## src/rtl/conv_pkg.sv

```systemverilog
// Shared constants and FSM encoding for the convolution allocator family.
package conv_pkg;
   localparam int PIX_DATA_W = 18;
   localparam int COORD_W    = 8;
   localparam int RADIUS_MAX = 2;
   localparam int ACC_W_DEF  = 48;

   typedef enum logic [1:0] {
      IDLE  = 2'd0,
      ARMED = 2'd1,
      DRAIN = 2'd2,
      HOLD  = 2'd3
   } state_t;
endpackage

```

## src/rtl/tap_match.sv

```systemverilog
// Combinational filter-window hit detection and weight tap address generation.
module tap_match
   import conv_pkg::*;
#(
   parameter int WADDR_W = 14
) (
   input  logic               en,
   input  logic [COORD_W-1:0] x,
   input  logic [COORD_W-1:0] y,
   input  logic [COORD_W-1:0] cx,
   input  logic [COORD_W-1:0] cy,
   input  logic [1:0]         r,
   input  logic [WADDR_W-1:0] z,
   output logic               hit,
   output logic               last,
   output logic [WADDR_W-1:0] addr
);
   logic [COORD_W:0]   w_r9, w_adx, w_ady, w_dx, w_dy, w_two_r;
   logic [WADDR_W-1:0] w_k;

   assign w_r9    = {{(COORD_W-1){1'b0}}, r};
   assign w_two_r = {{(COORD_W-2){1'b0}}, r, 1'b0};

   // 9-bit magnitudes so a window near 0 or 255 never wraps to the far edge
   assign w_adx = (x >= cx) ? {1'b0, x} - {1'b0, cx} : {1'b0, cx} - {1'b0, x};
   assign w_ady = (y >= cy) ? {1'b0, y} - {1'b0, cy} : {1'b0, cy} - {1'b0, y};
   assign hit   = en & (w_adx <= w_r9) & (w_ady <= w_r9);

   assign w_dx = {1'b0, x} - {1'b0, cx} + w_r9;
   assign w_dy = {1'b0, y} - {1'b0, cy} + w_r9;
   assign w_k  = WADDR_W'({r, 1'b1});

   assign last = hit & (w_dx == w_two_r) & (w_dy == w_two_r);
   assign addr = z * w_k * w_k + WADDR_W'(w_dy) * w_k + WADDR_W'(w_dx);
endmodule

```

## src/rtl/pixel_allocator.sv

```systemverilog
// Window-filtered MAC consumer of the pixel broadcast stream with valid/ready result.
// Optional PIXEL_ALLOCATOR_SATURATE_EN: saturating accumulate, DATA_W result clamp, sat_flag.
module pixel_allocator
   import conv_pkg::*;
#(
   parameter int DATA_W  = PIX_DATA_W,
   parameter int ACC_W   = ACC_W_DEF,
   parameter int WADDR_W = 14
) (
   input  logic               clk,
   input  logic               rst,
   input  logic               arm,
   input  logic [7:0]         center_x,
   input  logic [7:0]         center_y,
   input  logic [1:0]         radius,
   input  logic               issue_en,
   input  logic [7:0]         issue_x,
   input  logic [7:0]         issue_y,
   input  logic [DATA_W-1:0]  issue_data,
   input  logic               issue_round,
   output logic [WADDR_W-1:0] weight_addr,
   input  logic [DATA_W-1:0]  weight_data,
   output logic               block_req,
   output logic [ACC_W-1:0]   result,
   output logic               result_valid,
   input  logic               result_ready,
`ifdef PIXEL_ALLOCATOR_SATURATE_EN
   output logic               sat_flag,
`endif
   output logic               busy
);
   state_t               r_state;
   logic [7:0]           r_cx, r_cy;
   logic [1:0]           r_r;
   logic [WADDR_W-1:0]   r_z;
   logic [ACC_W-1:0]     r_acc;
   logic                 r_s1_hit;
   logic [2*DATA_W-1:0]  r_s1_prod;
   logic                 r_drain;

   logic                 w_tm_hit, w_last, w_hit, w_arm_go;
   logic [2*DATA_W-1:0]  w_prod;
   logic [ACC_W-1:0]     w_prod_ext, w_sum, w_acc_nxt, w_final;

   tap_match #(.WADDR_W(WADDR_W)) u_tap (
      .en   (issue_en),
      .x    (issue_x),
      .y    (issue_y),
      .cx   (r_cx),
      .cy   (r_cy),
      .r    (r_r),
      .z    (r_z),
      .hit  (w_tm_hit),
      .last (w_last),
      .addr (weight_addr)
   );

   assign w_hit      = w_tm_hit & (r_state == ARMED);
   assign w_arm_go   = arm & (r_state == IDLE);
   assign w_prod     = $signed(issue_data) * $signed(weight_data);
   assign w_prod_ext = {{(ACC_W-2*DATA_W){r_s1_prod[2*DATA_W-1]}}, r_s1_prod};
   assign w_sum      = r_acc + w_prod_ext;

`ifdef PIXEL_ALLOCATOR_SATURATE_EN
   localparam logic signed [ACC_W-1:0] L_DMAX = ACC_W'((64'sd1 <<< (DATA_W-1)) - 64'sd1);
   localparam logic signed [ACC_W-1:0] L_DMIN = -L_DMAX - 1;
   logic r_acc_sat, w_ovf, w_clamp_hi, w_clamp_lo;

   assign w_ovf      = (r_acc[ACC_W-1] == w_prod_ext[ACC_W-1]) & (w_sum[ACC_W-1] != r_acc[ACC_W-1]);
   assign w_acc_nxt  = !w_ovf ? w_sum :
                       r_acc[ACC_W-1] ? {1'b1, {(ACC_W-1){1'b0}}} : {1'b0, {(ACC_W-1){1'b1}}};
   assign w_clamp_hi = $signed(r_acc) > L_DMAX;
   assign w_clamp_lo = $signed(r_acc) < L_DMIN;
   assign w_final    = w_clamp_hi ? L_DMAX : w_clamp_lo ? L_DMIN : r_acc;
`else
   assign w_acc_nxt  = w_sum;
   assign w_final    = r_acc;
`endif

   // S1 registers hit/product, S2 folds it into the accumulator
   always_ff @(posedge clk or posedge rst) begin
      if (rst) begin
         r_s1_hit  <= 1'b0;
         r_s1_prod <= '0;
         r_acc     <= '0;
         r_z       <= '0;
`ifdef PIXEL_ALLOCATOR_SATURATE_EN
         r_acc_sat <= 1'b0;
`endif
      end else begin
         r_s1_hit  <= w_hit;
         r_s1_prod <= w_prod;
         if (w_arm_go) begin
            r_acc <= '0;
            r_z   <= '0;
`ifdef PIXEL_ALLOCATOR_SATURATE_EN
            r_acc_sat <= 1'b0;
`endif
         end else begin
            if (r_s1_hit) begin
               r_acc <= w_acc_nxt;
`ifdef PIXEL_ALLOCATOR_SATURATE_EN
               if (w_ovf) r_acc_sat <= 1'b1;
`endif
            end
            if (w_hit && w_last) r_z <= r_z + 1'b1;
         end
      end
   end

   always_ff @(posedge clk or posedge rst) begin
      if (rst) begin
         r_state      <= IDLE;
         r_cx         <= '0;
         r_cy         <= '0;
         r_r          <= '0;
         r_drain      <= 1'b0;
         result       <= '0;
         result_valid <= 1'b0;
         block_req    <= 1'b0;
         busy         <= 1'b0;
`ifdef PIXEL_ALLOCATOR_SATURATE_EN
         sat_flag     <= 1'b0;
`endif
      end else begin
         case (r_state)
            IDLE: if (arm) begin
               r_cx    <= center_x;
               r_cy    <= center_y;
               r_r     <= (radius > 2'(RADIUS_MAX)) ? 2'(RADIUS_MAX) : radius;
               r_state <= ARMED;
               busy    <= 1'b1;
`ifdef PIXEL_ALLOCATOR_SATURATE_EN
               sat_flag <= 1'b0;
`endif
            end
            ARMED: if (issue_round) begin
               r_state <= DRAIN;
               r_drain <= 1'b0;
            end
            DRAIN: begin
               r_drain <= 1'b1;
               if (r_drain) begin
                  r_state      <= HOLD;
                  result       <= w_final;
                  result_valid <= 1'b1;
                  block_req    <= 1'b1;
`ifdef PIXEL_ALLOCATOR_SATURATE_EN
                  sat_flag     <= r_acc_sat | w_clamp_hi | w_clamp_lo;
`endif
               end
            end
            HOLD: if (result_ready) begin
               r_state      <= IDLE;
               result_valid <= 1'b0;
               block_req    <= 1'b0;
               busy         <= 1'b0;
            end
            default: r_state <= IDLE;
         endcase
      end
   end
endmodule

```

## config.mk

```make
export PLATFORM = sky130hd
export DESIGN_NAME = pixel_allocator
export DESIGN_NICKNAME = d
export VERILOG_FILES = /design/src/rtl/conv_pkg.sv /design/src/rtl/tap_match.sv /design/src/rtl/pixel_allocator.sv
export SDC_FILE = /design/constraint.sdc
export NUM_CORES = 2
export LEC_CHECK = 0
export BUFFER_PORTS_ARGS = -buffer_cell sky130_fd_sc_hd__buf_4
export CAP_MARGIN = 20
export CORE_MARGIN = 3
export CORE_UTILIZATION = 50
export DETAILED_ROUTE_END_ITERATION = 8
export GPL_ROUTABILITY_DRIVEN = 0
export PLACE_DENSITY = 0.65
export SETUP_SLACK_MARGIN = 0.02
export SYNTH_ARGS = -nofsm -noshare
export SYNTH_HDL_FRONTEND = slang
export SYNTH_HIERARCHICAL = 1
export SYNTH_SLANG_ARGS = --single-unit
```

## constraint.sdc

```tcl
create_clock -name clk -period 15.2 [get_ports clk]
set_input_delay 1.52 -clock clk [delete_from_list [all_inputs] [get_ports clk]]
set_output_delay 1.52 -clock clk [all_outputs]
set_load 0.005 [all_outputs]
```

* Yosys cells after proc, flatten, opt, wreduce, memory -nomap -nowiden *
Cells that the tools add are included.

storage, ports and cells
  output and inout bits = 65
  register bits = 170
  bits in read-only memories = 0
  latch bits = 0
  input bits = 76
  logic and storage cells = 78
  memories kept = 0
  memory bits (writable) = 0

operators by class
  equality and inequality tests = 9
  $lt $le $gt $ge = 5
  add/subtract/negate cells = 10
  multiplexer cells = 19
  bitwise logic cells = 6
  reduce and logical (&&, ||, !) cells = 13
  shifts and indexed selects = 0
  divide/modulo/power cells = 0
  $mul = 4

operators with widths
  operator                                       number
  two-way mux 48 bit                             2
  adder 48 bit                                   1
  multiplier 18 x 18 -> 36 bit                   1
  subtractor 8 x 8 -> 9 bit                      4
  multiplier 14 x 3 -> 14 bit                    2
  two-way mux 14 bit                             2
  adder 9 x 2 -> 9 bit                           2
  equality test 9 x 3 -> 1 bit                   2
  less-or-equal comparator 9 x 2 -> 1 bit        2
  two-way mux 9 bit                              2
  >= comparator 8 bit                            2
  adder 14 x 1 -> 14 bit, second input constant  1
  adder 14 bit                                   1
  adder 14 x 9 -> 14 bit                         1
  multiplier 9 x 3 -> 12 bit                     1
  two-way mux 2 bit                              5
  nonzero test 2 bit                             5
  != test 2 bit, second input constant           4
  one-hot mux 2 bit (4 select lines)             1
  AND 1 bit                                      6
  one-hot mux 1 bit (2 select lines)             3
  AND reduction 2 bit                            3
  AND reduction 3 bit                            2
  equality test 2 bit, second input constant     2
  6 further kinds                                9

* Logic depth before layout (Yosys ltp) *
  depth in word-level cells = 10
  depth in mapped cells = 28
  depth with buffers taken out = 26

* Hierarchy *
Netlist, hierarchy kept.

by module, submodules not included
  module           area each (um2)  instances  cells an instance
  pixel_allocator  21001.4          1          2216
  tap_match        5267.6           1          670

* Worst setup path before layout *
No wires, ideal clock.

  kind = input to output
  start = in issue_y[0]
  end = out weight_addr[11]
  path buffers = 0
  stages = 23
  data required time = 13680 ps
  arrival = 7068 ps
  setup slack = 6612 ps
  path through = inv_1 ha_1 inv_1 fa_1 inv_1 fa_1 or3_1 or3_2 and2_1 nand2b_1 fa_1 inv_1 fa_1 fa_1 fa_1 ha_1 nor3_1 a21oi_1 a31oi_1 nor2b_1 o21ai_0 nor2b_1 xnor2_1

between the ends
  cells in the longest elaborated chain, start to end = 5

ends and longest elaborated chain
  item                        RTL line               RTL
  start: declaration          pixel_allocator.sv:18  input logic [7:0] issue_y,
  subtractor 8 x 8 -> 9 bit   tap_match.sv:30        assign w_dy = {1'b0, y} - {1'b0, cy} + w_r9;
  adder 9 x 2 -> 9 bit        tap_match.sv:30
  multiplier 9 x 3 -> 12 bit  tap_match.sv:34        assign addr = z * w_k * w_k + WADDR_W'(w_dy) * w_k + WADDR_W'(w_dx);
  adder 14 bit                tap_match.sv:34
  adder 14 x 9 -> 14 bit      tap_match.sv:34
  end: declaration            pixel_allocator.sv:21  output logic [WADDR_W-1:0] weight_addr,

No other way between the ends.

* Worst setup path after layout *
Ends and elaborated chain as after synthesis.

==> impl_results.md <==
- Worst hold-check path type: flip-flop to flip-flop
- Post-synthesis net count: 3,580
- Commonest non-fill, non-tap cell in the layout: inv_1
- Synth area leaders: fa_1 (30%), dfrtp_1 (16%), ha_1 (11%)
- Post-synth EDFFs: 0
- Met1 capacity usage during global routing: 0.292
- Element type at the critical path end: output pin
- Most common cell type on the critical path: fa_1
- Total setup violations reported at the end of the flow: 0
- Number of DRC markers in iteration 0: 1,050
- Antenna-violating nets left: 0
- Worst path depth: 25
- Max Buffers Root-to-Sink: 2
- Most used routing layer: met2
- Reported max-cap violation count: 0
- Slowest cell on the critical path: fa_1
- Post-route DRC violation count: 0
- Number of filler cells placed in the layout: 4,761
- Routed wire length: 60,700 µm
- Top delay family on crit path: adder cells
- Hold Path Cell Cnt: 2
- Die W: 235 µm
- Fraction of post-synthesis cell area in the top cell type by area: 0.299
- Share of async-settable or async-resettable flops after synthesis: 1.00
- Data required time at the worst endpoint: 13.68 ns
- Number of resized instances in the post-cts repair step: 0
- Post-synthesis cell type with the largest combined area: fa_1
- Initial antenna violation count: 0
- Worst Clk Skew: 0.0146 ns
- Initial core utilization: 0.509
- Leading register cell type out of synthesis: dfrtp_1
- Core Region: 0.0516 mm²
- Pin count of the biggest net entering global routing: 106
- Mapped Avg Cell Area: 9.10 µm²
- Upper clock frequency limit: 0.108 GHz
- Sum of negative setup slack: 0 ns
- Overall track demand over capacity in global routing: 0.228
- Vias: 19,300
- Routed via count divided by cell count: 5.29
- Number of buffers inserted during clock tree synthesis: 17
- H-tree depth reported by CTS: 4
- Total die area: 0.0553 mm²
- TritonCTS Sinks: 170
- CTS Hold Buffers Added: 0
- Result of the run: complete, no violations
- Max-slew violation count: 0
- Crit path arrival time: 7.77 ns
- Critical Setup Path Class: primary input to output pin
- Syn Inst Count: 2,886
- Final period util: 0.611
- Via count of the first global-routing pass: 21,000
- GRT overflow: 0
- Avg WL per Cell: 16.6 µm
- Met3 Use GR: 0.0291
- Combined buffer and inverter count along the critical path: 6
- Final #Nets: 3,648
- Met2 track demand over resource: 0.415
- Post-layout minimum cycle time: 9.29 ns
- Count of synthesis-stage warnings from yosys: 6
- Worst slew pin tran: 0.986 ns
- Port Buffers: 140
- Flops & latches, synth: 170
- Unrepaired setup endpoints after global routing: false
- Most used cells in the layout excluding fill and tap cells: inv_1 (572), fa_1 (392), nand2_1 (302)
- Post-synthesis cell type count: 87
- Clk root buf: clkbuf_16
- Crit path largest cell delay: 0.53 ns
- Post-synthesis sequential area ratio: 0.162
- Final HPWL DP: 50,200 µm
- Die H: 235 µm
- Final Hold Vio Count: 0
- Worst-case reg-to-reg path depth: 22
- Summed instance area of the synthesized netlist: 0.0263 mm²
- Worst setup SP type: primary input
- Relative max-transition margin: 0.341
- Clock latency of the later-clocked register in the worst-skew pair: 0.45 ns
- Critical-path maximum fanout: 4
- Antenna fix cells: 0
- Clock edge transition at the registers on the reported setup and hold paths: 0.07 ns
- First-pass GRT wire length: 105,000 µm
- Number of detailed-route iterations in the first pass: 7
- Worst hold slack after final layout: 0.490 ns
- Post-CTS Setup Bufs: 0
- Top-level port count: 141
- Fraction of layout instances using a drive strength above 1: 0.0907
- Layout overhead on the synthesized area: 8.18%
- Number of placement rows: 83
- CTS tree: done
## Yosys cell counts (13+ instances only)
library cell	instances
inv_1	573
fa_1	392
nand2_1	303
ha_1	226
and2_1	181
dfrtp_1	170
nor2_1	139
a21oi_1	100
xnor2_1	88
clkbuf_1	79
o21ai_0	66
mux2_2	48
a21o_1	47
mux2i_1	43
xor2_1	41
nor3_1	35
nand3_1	31
nand4_1	29
nand2b_1	25
nor2b_1	21
o21a_1	18
o21bai_1	18
o21ai_1	17
a211oi_1	15
a31oi_1	13
## layer usage
metal / vias to the layer above / share of wire
li1: 9194 / -
met2: 395 / 0.52
met1: 9634 / 0.43
met5: - / 0
met3: 70 / 0.043
met4: 0 / 0.015
## registers in the layout (all words and copies together) (netlist names), 2 cells and up
name,cells
r_acc,48
r_cx,8
r_z,14
r_cy,8
r_state,2
result,48
r_r,2
r_s1_prod,36
## cell families (layout without fill, tap and decap cells)
group	after synthesis	after routing	share of synthesized area
flip-flops	170	170	0.162
XOR/XNOR	138	138	0.0493
AND/OR/NAND/NOR	825	825	0.154
AO/OA/AOI/OAI	371	371	0.0941
adder cells (fa/ha/maj)	618	618	0.406
multiplexers	91	91	0.0370
buffers and inverters	673	754	0.0977
## worst paths after layout
check                                start         endpoint  slack, ns
worst min-delay path             result[1]        result[1]       0.49
worst min register to register   result[1]        result[1]       0.49
worst max register to register     r_cy[2]           r_z[9]       8.62
min in group asynchronous              rst       result[25]       1.28
max in group asynchronous              rst          r_z[13]      12.46
worst max-delay path            issue_y[0]  weight_addr[11]       5.91
## worst min-delay path, delay by kind of cell (launching register included)
kind | cells | cell delay (ns)
compound gates | 1 | 0.06
simple gates | 1 | 0.05
flops | 1 | 0.35
## through the flow
step	area (µm²)	util	setup slack, ns	std cells
global route	28400	0.551	5.54	3647
finish	28400	0.551	5.91	3647
CTS	28400	0.551	5.94	3647
detailed placement	27800	0.539	5.95	3615
floorplan	26300	-	6.61	2886
global placement	27800	0.539	6.11	3615
## final cells by class
cell class,instances,area (µm²),area share
clock buffer,17,425,0.0150
tap,680,851,0.0299
timing repair buffer,146,1100,0.0386
multi-input combinational,2043,19500,0.684
clock inverter,15,171,0.00603
inverter,576,2170,0.0763
sequential,170,4260,0.150
Power is not shown: default switching activity piles up to over one toggle a cycle in this logic, so the estimate is an artifact.
